$ cat config.mk
export PLATFORM = sky130hd
export DESIGN_NAME = regfile_mp_flat
export DESIGN_NICKNAME = d
export VERILOG_FILES = /design/src/rtl/regfile_mp_if.sv /design/src/rtl/regfile_mp.sv /design/src/flat_wrapper.sv
export SDC_FILE = /design/constraint.sdc
export NUM_CORES = 2
export LEC_CHECK = 0
export BUFFER_PORTS_ARGS = -buffer_cell sky130_fd_sc_hd__buf_2
export CORE_ASPECT_RATIO = 2
export CORE_MARGIN = 2
export CORE_UTILIZATION = 45
export CTS_BUF_LIST = sky130_fd_sc_hd__clkbuf_8
export CTS_CLUSTER_SIZE = 16
export DETAILED_ROUTE_END_ITERATION = 10
export PLACE_DENSITY_LB_ADDON = 0.25
export SYNTH_ARGS = -nofsm -noshare
export SYNTH_HDL_FRONTEND = slang
export SYNTH_SLANG_ARGS = --single-unit
$ cat constraint.sdc
create_clock -name clk -period 43.5 [get_ports clk]
set_input_delay 0 -clock clk [delete_from_list [all_inputs] [get_ports clk]]
set_output_delay 0 -clock clk [all_outputs]
set_load 0.01 [all_outputs]
$ cat src/rtl/regfile_mp_if.sv
`default_nettype none
// ============================================================================
//  Module      : regfile_mp_if
//  Description : Bus bundle for the regfile_mp multi-port register file.
//                master = pipeline side (drives addresses, writes, allocs),
//                slave  = register file (returns data, busy, ack, count).
//  Signals     : rf_raddr/rf_rdata/rf_rbusy  - NUM_RD packed read ports
//                rf_we/rf_waddr/rf_wdata/rf_wstrb - byte-strobed write
//                alloc_valid/alloc_addr/flush - busy scoreboard control
//                wr_ack/wr_count              - write acknowledge / counter
//  Revision    : 1.0 - initial release
// ============================================================================
interface regfile_mp_if #(
  parameter int DATA_W = 32,
  parameter int ADDR_W = 5,
  parameter int NUM_RD = 2,
  parameter int CNT_W  = 16
);
  logic [NUM_RD*ADDR_W-1:0] rf_raddr;
  logic [NUM_RD*DATA_W-1:0] rf_rdata;
  logic [NUM_RD-1:0]        rf_rbusy;
  logic                     rf_we;
  logic [ADDR_W-1:0]        rf_waddr;
  logic [DATA_W-1:0]        rf_wdata;
  logic [DATA_W/8-1:0]      rf_wstrb;
  logic                     alloc_valid;
  logic [ADDR_W-1:0]        alloc_addr;
  logic                     flush;
  logic                     wr_ack;
  logic [CNT_W-1:0]         wr_count;

  modport master (
    output rf_raddr, rf_we, rf_waddr, rf_wdata, rf_wstrb,
           alloc_valid, alloc_addr, flush,
    input  rf_rdata, rf_rbusy, wr_ack, wr_count
  );

  modport slave (
    input  rf_raddr, rf_we, rf_waddr, rf_wdata, rf_wstrb,
           alloc_valid, alloc_addr, flush,
    output rf_rdata, rf_rbusy, wr_ack, wr_count
  );
endinterface
`default_nettype wire

$ cat src/rtl/regfile_mp.sv
`default_nettype none
// ============================================================================
//  Module      : regfile_mp
//  Description : Architectural register file with NUM_RD combinational read
//                ports, byte-strobed writes, optional write-to-read bypass,
//                optional hardwired zero register and a per-register busy
//                scoreboard (set by decode alloc, cleared by writeback).
//  Ports       : clk   - rising-edge clock
//                reset - asynchronous, active-high; clears storage, busy,
//                        wr_ack and wr_count
//                rf    - regfile_mp_if.slave bundle (read ports, write port,
//                        alloc/flush, wr_ack, wr_count)
//  Note        : DATA_W/ADDR_W/NUM_RD/CNT_W must match the bound interface.
//  Revision    : 1.0 - initial release
// ============================================================================
module regfile_mp #(
  parameter int DATA_W   = 32,
  parameter int ADDR_W   = 5,
  parameter int NUM_RD   = 2,
  parameter int ZERO_REG = 1,
  parameter int BYPASS   = 1,
  parameter int CNT_W    = 16
) (
  input  logic        clk,
  input  logic        reset,
  regfile_mp_if.slave rf
);

  localparam int c_DEPTH  = 2**ADDR_W;
  localparam int c_NBYTES = DATA_W/8;

  logic [DATA_W-1:0]  r_mem [c_DEPTH];
  logic [c_DEPTH-1:0] r_busy;
  logic [c_DEPTH-1:0] w_busy_nxt;
  logic               r_wr_ack;
  logic [CNT_W-1:0]   r_wr_count;

  logic               w_wr_accept;
  logic [DATA_W-1:0]  w_strb_mask;
  logic [DATA_W-1:0]  w_merged;
  logic [ADDR_W-1:0]  w_ra [NUM_RD];
  logic [NUM_RD-1:0]  w_zero;
  logic [NUM_RD-1:0]  w_hit;

  // Gating with reset keeps a write that coincides with reset from being
  // forwarded on the bypass path, so reads are 0 while reset is high.
  assign w_wr_accept = rf.rf_we && !reset &&
                       !((ZERO_REG != 0) && (rf.rf_waddr == '0));

  always_comb begin
    w_strb_mask = '0;
    for (int k = 0; k < c_NBYTES; k++) begin
      w_strb_mask[k*8 +: 8] = {8{rf.rf_wstrb[k]}};
    end
  end

  // Word as it will look after this cycle's write; shared by storage and bypass.
  assign w_merged = (r_mem[rf.rf_waddr] & ~w_strb_mask) |
                    (rf.rf_wdata & w_strb_mask);

  // Read ports: zero register wins, then same-cycle bypass, then storage.
  always_comb begin
    rf.rf_rdata = '0;
    rf.rf_rbusy = '0;
    w_ra        = '{default: '0};
    w_zero      = '0;
    w_hit       = '0;
    for (int i = 0; i < NUM_RD; i++) begin
      w_ra[i]   = rf.rf_raddr[i*ADDR_W +: ADDR_W];
      w_zero[i] = (ZERO_REG != 0) && (w_ra[i] == '0);
      w_hit[i]  = (BYPASS != 0) && w_wr_accept && (rf.rf_waddr == w_ra[i]);
      if (w_zero[i]) begin
        rf.rf_rdata[i*DATA_W +: DATA_W] = '0;
      end else if (w_hit[i]) begin
        rf.rf_rdata[i*DATA_W +: DATA_W] = w_merged;
      end else begin
        rf.rf_rdata[i*DATA_W +: DATA_W] = r_mem[w_ra[i]];
      end
      // Forwarded data is final, so a bypassed read is never reported busy.
      rf.rf_rbusy[i] = !w_zero[i] && !w_hit[i] && r_busy[w_ra[i]];
    end
  end

  // Scoreboard: flush beats alloc beats writeback clear. Alloc is applied
  // after the clear so a same-address alloc+write leaves the bit set.
  always_comb begin
    w_busy_nxt = r_busy;
    if (rf.flush) begin
      w_busy_nxt = '0;
    end else begin
      if (w_wr_accept) begin
        w_busy_nxt[rf.rf_waddr] = 1'b0;
      end
      if (rf.alloc_valid) begin
        w_busy_nxt[rf.alloc_addr] = 1'b1;
      end
    end
    if (ZERO_REG != 0) begin
      w_busy_nxt[0] = 1'b0;
    end
  end

  always_ff @(posedge clk or posedge reset) begin
    if (reset) begin
      r_mem <= '{default: '0};
    end else if (w_wr_accept) begin
      r_mem[rf.rf_waddr] <= w_merged;
    end
  end

  always_ff @(posedge clk or posedge reset) begin
    if (reset) begin
      r_busy     <= '0;
      r_wr_ack   <= 1'b0;
      r_wr_count <= '0;
    end else begin
      r_busy   <= w_busy_nxt;
      r_wr_ack <= w_wr_accept;
      if (w_wr_accept) begin
        r_wr_count <= r_wr_count + CNT_W'(1);
      end
    end
  end

  assign rf.wr_ack   = r_wr_ack;
  assign rf.wr_count = r_wr_count;

endmodule
`default_nettype wire

$ cat src/flat_wrapper.sv
// flat-port wrapper written by rule: the top's interface ports become plain ports
module regfile_mp_flat 
#(
  parameter int DATA_W   = 32,
  parameter int ADDR_W   = 5,
  parameter int NUM_RD   = 2,
  parameter int ZERO_REG = 1,
  parameter int BYPASS   = 1,
  parameter int CNT_W    = 16
)
  (clk, reset, rf_rf_raddr, rf_rf_we, rf_rf_waddr, rf_rf_wdata, rf_rf_wstrb, rf_alloc_valid, rf_alloc_addr, rf_flush, rf_rf_rdata, rf_rf_rbusy, rf_wr_ack, rf_wr_count);
  regfile_mp_if #(.DATA_W(DATA_W), .ADDR_W(ADDR_W), .NUM_RD(NUM_RD), .CNT_W(CNT_W)) rf_i ();
  input  logic clk;
  input  logic reset;
  input wire logic [$bits(rf_i.rf_raddr)-1:0] rf_rf_raddr;
  input wire logic [$bits(rf_i.rf_we)-1:0] rf_rf_we;
  input wire logic [$bits(rf_i.rf_waddr)-1:0] rf_rf_waddr;
  input wire logic [$bits(rf_i.rf_wdata)-1:0] rf_rf_wdata;
  input wire logic [$bits(rf_i.rf_wstrb)-1:0] rf_rf_wstrb;
  input wire logic [$bits(rf_i.alloc_valid)-1:0] rf_alloc_valid;
  input wire logic [$bits(rf_i.alloc_addr)-1:0] rf_alloc_addr;
  input wire logic [$bits(rf_i.flush)-1:0] rf_flush;
  output wire logic [$bits(rf_i.rf_rdata)-1:0] rf_rf_rdata;
  output wire logic [$bits(rf_i.rf_rbusy)-1:0] rf_rf_rbusy;
  output wire logic [$bits(rf_i.wr_ack)-1:0] rf_wr_ack;
  output wire logic [$bits(rf_i.wr_count)-1:0] rf_wr_count;
  assign rf_i.rf_raddr = rf_rf_raddr;
  assign rf_i.rf_we = rf_rf_we;
  assign rf_i.rf_waddr = rf_rf_waddr;
  assign rf_i.rf_wdata = rf_rf_wdata;
  assign rf_i.rf_wstrb = rf_rf_wstrb;
  assign rf_i.alloc_valid = rf_alloc_valid;
  assign rf_i.alloc_addr = rf_alloc_addr;
  assign rf_i.flush = rf_flush;
  assign rf_rf_rdata = rf_i.rf_rdata;
  assign rf_rf_rbusy = rf_i.rf_rbusy;
  assign rf_wr_ack = rf_i.wr_ack;
  assign rf_wr_count = rf_i.wr_count;
  regfile_mp #(.DATA_W(DATA_W), .ADDR_W(ADDR_W), .NUM_RD(NUM_RD), .ZERO_REG(ZERO_REG), .BYPASS(BYPASS), .CNT_W(CNT_W)) u_core (.clk(clk), .reset(reset), .rf(rf_i));
endmodule
==> After elaboration in Yosys (flattened, before gate mapping) <==
Index checks and enable logic that the tools add are counted.
{ "word_totals": {"ff_bits": 1072, "input_bits": 61, "out_inout_bits": 83} }
{ "op_classes": {"add_sub_neg": 1, "n_lt_le_gt_ge": 10, "n_eq_ne": 2, "muxes": 28, "bitwise_logic": 10, "reduce_logical": 20} }
{ "op_table": {"columns": ["operator", "n"], "rows": [
  ["bitwise mux 1024 bit", 1],
  ["binary-select mux 32 bit (select 5 bit)", 3],
  ["two-way mux 32 bit", 15],
  ["demux 32 bit (select 5 bit)", 1],
  ["AND 32 bit", 3],
  ["inverter 32 bit", 2],
  ["OR 32 bit", 2],
  ["< comparator 5 x 6 -> 1 bit, second input constant", 4],
  [">= comparator 6 bit, second input constant", 3],
  ["inverter 5 -> 6 bit", 3],
  ["adder 16 x 1 -> 16 bit, second input constant", 1],
  ["zero test 5 bit", 3],
  ["logical AND 1 bit", 11],
  ["binary-select mux 1 bit (select 5 bit)", 2],
  ["demux 1 bit (select 5 bit)", 2],
  ["equality test 5 bit", 2],
  [">= comparator 5 x 1 -> 1 bit, second input constant", 2],
  ["zero test 1 bit", 6],
  ["< comparator 6 x 1 -> 1 bit, second input constant", 1],
  ["two-way mux 1 bit", 4]
]} }

==> Longest topological paths before layout <==
{ "depth": {"word_depth": 11, "mapped_depth": 12} }

==> Least setup slack after synthesis <==
Ideal clock, no wire load.
{ "synth_path": {"path_kind": "input to register", "start": "input port rf_rf_waddr[0]", "end": "register u_core.r_mem[350] (netlist bit)", "setup_ps": 125, "arrival_ps": 2057, "required_time_ps": 43375, "setup_slack_ps": 41319, "stages": 10, "n_path_buf": 6, "path_cell_list": "buf_6 -> buf_6 -> buf_6 -> buf_4 -> buf_2 -> mux4_2 -> a221oi_2 -> a32oi_2 -> buf_2 -> mux2_2"} }
{ "synth_between": {"elab_chain_cells": 7} }
{ "synth_lines": {"columns": ["element", "line_no", "text"], "rows": [
  ["start, declared", "flat_wrapper.sv:17", "input wire logic [$bits(rf_i.rf_waddr)-1:0] rf_rf_waddr;"],
  ["inverter 5 -> 6 bit (not written as such)", "regfile_mp.sv:58, regfile_mp.sv:107", null],
  ["binary-select mux 32 bit (select 5 bit)", "regfile_mp.sv:58", "assign w_merged = (r_mem[rf.rf_waddr] & ~w_strb_mask) |"],
  ["two-way mux 32 bit (not written as such) (2 in a row)", "regfile_mp.sv:58", null],
  ["AND 32 bit", "regfile_mp.sv:58", null],
  ["OR 32 bit", "regfile_mp.sv:58", null],
  ["bitwise mux 1024 bit", "regfile_mp.sv:107", "r_mem[rf.rf_waddr] <= w_merged;"],
  ["end signal, assigned by index", "regfile_mp.sv:107", null],
  ["end, declared", "regfile_mp.sv:32", "logic [DATA_W-1:0] r_mem [c_DEPTH];"]
]} }
Several ways; a longest one is shown, not always the timed one. The select of a mux whose other input is x is not followed.
A chain may end at the register's enable or synchronous reset.

==> Worst setup path after layout <==
{ "layout_path": {"start": "input port rf_rf_waddr[1]", "end": "output port rf_rf_rdata[27]"} }
{ "layout_between": {"elab_chain_cells": 8} }
{ "layout_lines": {"columns": ["element", "line_no", "text"], "rows": [
  ["inverter 5 -> 6 bit (not written as such)", "regfile_mp.sv:58", null],
  ["binary-select mux 32 bit (select 5 bit)", "regfile_mp.sv:58", null],
  ["two-way mux 32 bit (not written as such) (2 in a row)", "regfile_mp.sv:58", null],
  ["AND 32 bit", "regfile_mp.sv:58", null],
  ["OR 32 bit", "regfile_mp.sv:58", null],
  ["two-way mux 32 bit *", "regfile_mp.sv:74", "end else if (w_hit[i]) begin"],
  ["two-way mux 32 bit *", "regfile_mp.sv:72", "if (w_zero[i]) begin"],
  ["end, declared", "flat_wrapper.sv:23", "output wire logic [$bits(rf_i.rf_rdata)-1:0] rf_rf_rdata;"]
]} }
Every way passes the cells marked *; elsewhere a longest branch is shown, timed or not. The select of a mux whose other input is x is not followed.

==> results_dict.tcl <==
set metrics [dict create \
    r2r_cells 6 \
    synth.net_count 4973 \
    fmax_mhz 182 \
    synth_flop_cell "dfrtp_1" \
    ys_ff_latch 1072 \
    die_h_um 542 \
    rows 197 \
    grt_util_all_layers_pct 34.4 \
    cp_max_fo 83 \
    drtIter0Drc 5295 \
    holdWs_ns 0.106 \
    grt_pass1_vias 49900 \
    cts_tree "done" \
    place_congestion 0.926 \
    clkLatencyLatePin_ns 0.94 \
    r2r_start "u_core.r_mem[786]" \
    clk_pin_slew_ns 0.07 \
    ant_nets 0 \
    netlist_top_cells_count "dfrtp_1 (1072), mux4_2 (730), mux2_2 (664)" \
    cts_buffers 163 \
    endpoint_kind "output port" \
    slew_viol_final 0 \
    wl_per_cell_um 36.8 \
    rsz0062_at_grt "false" \
    io_buffers 143 \
    synth.yosys.seq_area_share_pct 41.1 \
    setup_slack_ns 38.01 \
    synthTopCellsByArea "dfrtp_1 (41%), mux4_2 (25%), mux2_2 (11%), mux2i_1 (4.9%), o21ai_0 (2.8%)" \
    start_kind "input pin" \
    r2r_slack_ns 40.84 \
    core_area_um2 144000 \
    fin_worst_skew_ns 0.0377 \
    fin_crit_sh_pct 12.6 \
    dieArea_um2 148000 \
    n_fill_cell 12800 \
    dpl_cell_area_um2 67300 \
    outcome "finished, violations left" \
    grt_pass1_wl_um 362000 \
    initial_utilization_pct 45.3 \
    multi_input_comb_area_um2 36100 \
    syn-instance-count 4911 \
    min_from "rf_rf_wdata[21]" \
    hpwl_um 151000 \
    ir_worst_vdd_v 0.0000226 \
    synth_top_area_share_pct 41.1 \
    instances_no_fill 6878 \
    grt_max_degree 181 \
    post-cts-setup-buffers 0 \
    worstHoldEndpoint "u_core.r_mem[213]" \
    drive_above_1_share_pct 40.2 \
    power_density_nw_per_um2 37.9 \
    dp.cells 6520 \
    die_width_um 273 \
    synth_warnings 0 \
    vias 48400 \
    finalSetupViolCount 0 \
    ys_types 72 \
    clockBufferDepth 3 \
    htreeDepth 4 \
    relSlewSlack_pct 12.9 \
    totalPowerFinal_mw 2.70 \
    firstDrtPassIters 11 \
    holdCritPathClass "in -> reg" \
    final_core_util_pct 49.5 \
    timing.setup.tns_ns 0 \
    path_class "in -> out" \
    synth.most_common_cell "dfrtp_1" \
    synth-edff-count 0 \
    cap_viol_max_count 0 \
    min_period_ns 5.49 \
    ios 144 \
    stdcell_area_um2 71300 \
    viasPerCell 7.04 \
    worstPathRequired_ns 43.50 \
    reg2reg_to "u_core.r_mem[466]" \
    tightestPinTransition_ns 1.31 \
    synth_top_area_cell "dfrtp_1" \
    avgSynthCellArea_um2 13.3 \
    cts.sinks 1072 \
    synth_area_um2 65200 \
    seqCellArea_um2 26800 \
    cts_root_buf "clkbuf_8" \
    ys_async_sr_fraction_pct 100 \
    overflow 0 \
    hold_violations 0 \
    violations "DRC" \
    cp.arrival_ns 5.49 \
    routed_wl_um 253000 \
    fin_nets 4911 \
    p_leak_nw 31.4 \
    pre_cts_ws_ns 38.54 \
    areaGrowthSynthToFinish_pct 9.30 \
    antenna_found_initial 14 \
    worst_hold_path.num_cells 4 \
    drc 2 \
]
report_power, final:
part / switching [mW] / internal (mW)
registers: 0.123 / 1.11
clock network: 0.434 / 0.467
logic: 0.278 / 0.287
total: 0.835 / 1.87
repair_timing:
| item | CTS | global route |
|---|---|---|
| endpoints found under the hold margin | 863 | 0 |
| hold buffers | 54 | 0 |
| resized for setup | 0 | 0 |
worst max-delay path by stage:
| stage | startpoint | end |
|---|---|---|
| after CTS | rf_rf_waddr[1] | rf_rf_rdata[27] |
| final | rf_rf_waddr[1] | rf_rf_rdata[27] |
| after floorplan | reset | u_core.r_busy[10] |
| after global placement | rf_rf_waddr[0] | rf_rf_rdata[42] |
| after global routing | rf_rf_waddr[1] | rf_rf_rdata[47] |
| after detailed placement | rf_rf_waddr[1] | rf_rf_rdata[27] |
logic make-up after synthesis:
kind of cell | count (synthesis) | share of synthesized area, %
compound gates | 768 | 7.45
buf+inv | 574 | 3.98
flops | 1072 | 41.1
fa+ha+maj | 1 | 0.0192
simple gates | 732 | 5.04
xor+xnor | 25 | 0.336
mux | 1739 | 42.0
registers in the layout, indices dropped and copies added, names as in the netlist:
| name | count |
|---|---|
| u_core.r_busy | 31 |
| u_core.r_mem | 1024 |
| u_core.rf.wr_ack | 1 |
| u_core.rf.wr_count | 16 |
critical path: stages:
cell and delay (ns):
dlygate4sd3_1 0.57, buf_8 0.52, buf_4 0.68, buf_4 0.79, buf_4 0.66, mux4_2 0.60, a221oi_2 0.26, a32oi_2 0.33
buf_4 0.31, a221o_1 0.44, buf_2 0.19
placed cells by master, fill, tap and decap left out, types with 21 or more instances in the layout:
master	instances
a21oi_1	34
a221o_1	22
a22oi_1	154
and3_1	23
buf_2	131
buf_4	129
clkbuf_8	216
dfrtp_1	1072
dlygate4sd3_1	54
inv_1	72
mux2_1	27
mux2_2	664
mux2i_1	318
mux4_2	730
nand2_1	422
nand2_4	30
nand3_1	35
nand4_1	21
nor2_1	103
nor3_1	36
o21ai_0	355
o21ai_1	50
o22ai_1	52
area by class of cell:
class	instances	share of cell area [%]
Clock inverter	80	0.657
Multi-Input combinational cell	3265	50.7
Tap cell	1890	3.32
Antenna cell	8	0.0281
Inverter	20	0.116
Sequential cell	1072	37.6
Clock buffer	216	4.17
Timing Repair Buffer	327	3.35
routing by layer:
metal | up-vias | part of all wire [%] | GRT usage (%)
met5 | - | 0.032 | 0
met4 | 12 | 8.5 | 24.2
met3 | 1052 | 8.9 | 7.32
met1 | 25500 | 34 | 40.5
met2 | 2916 | 48 | 55.9
li1 | 18900 | - | -
Power figures use the tool's default switching activity.
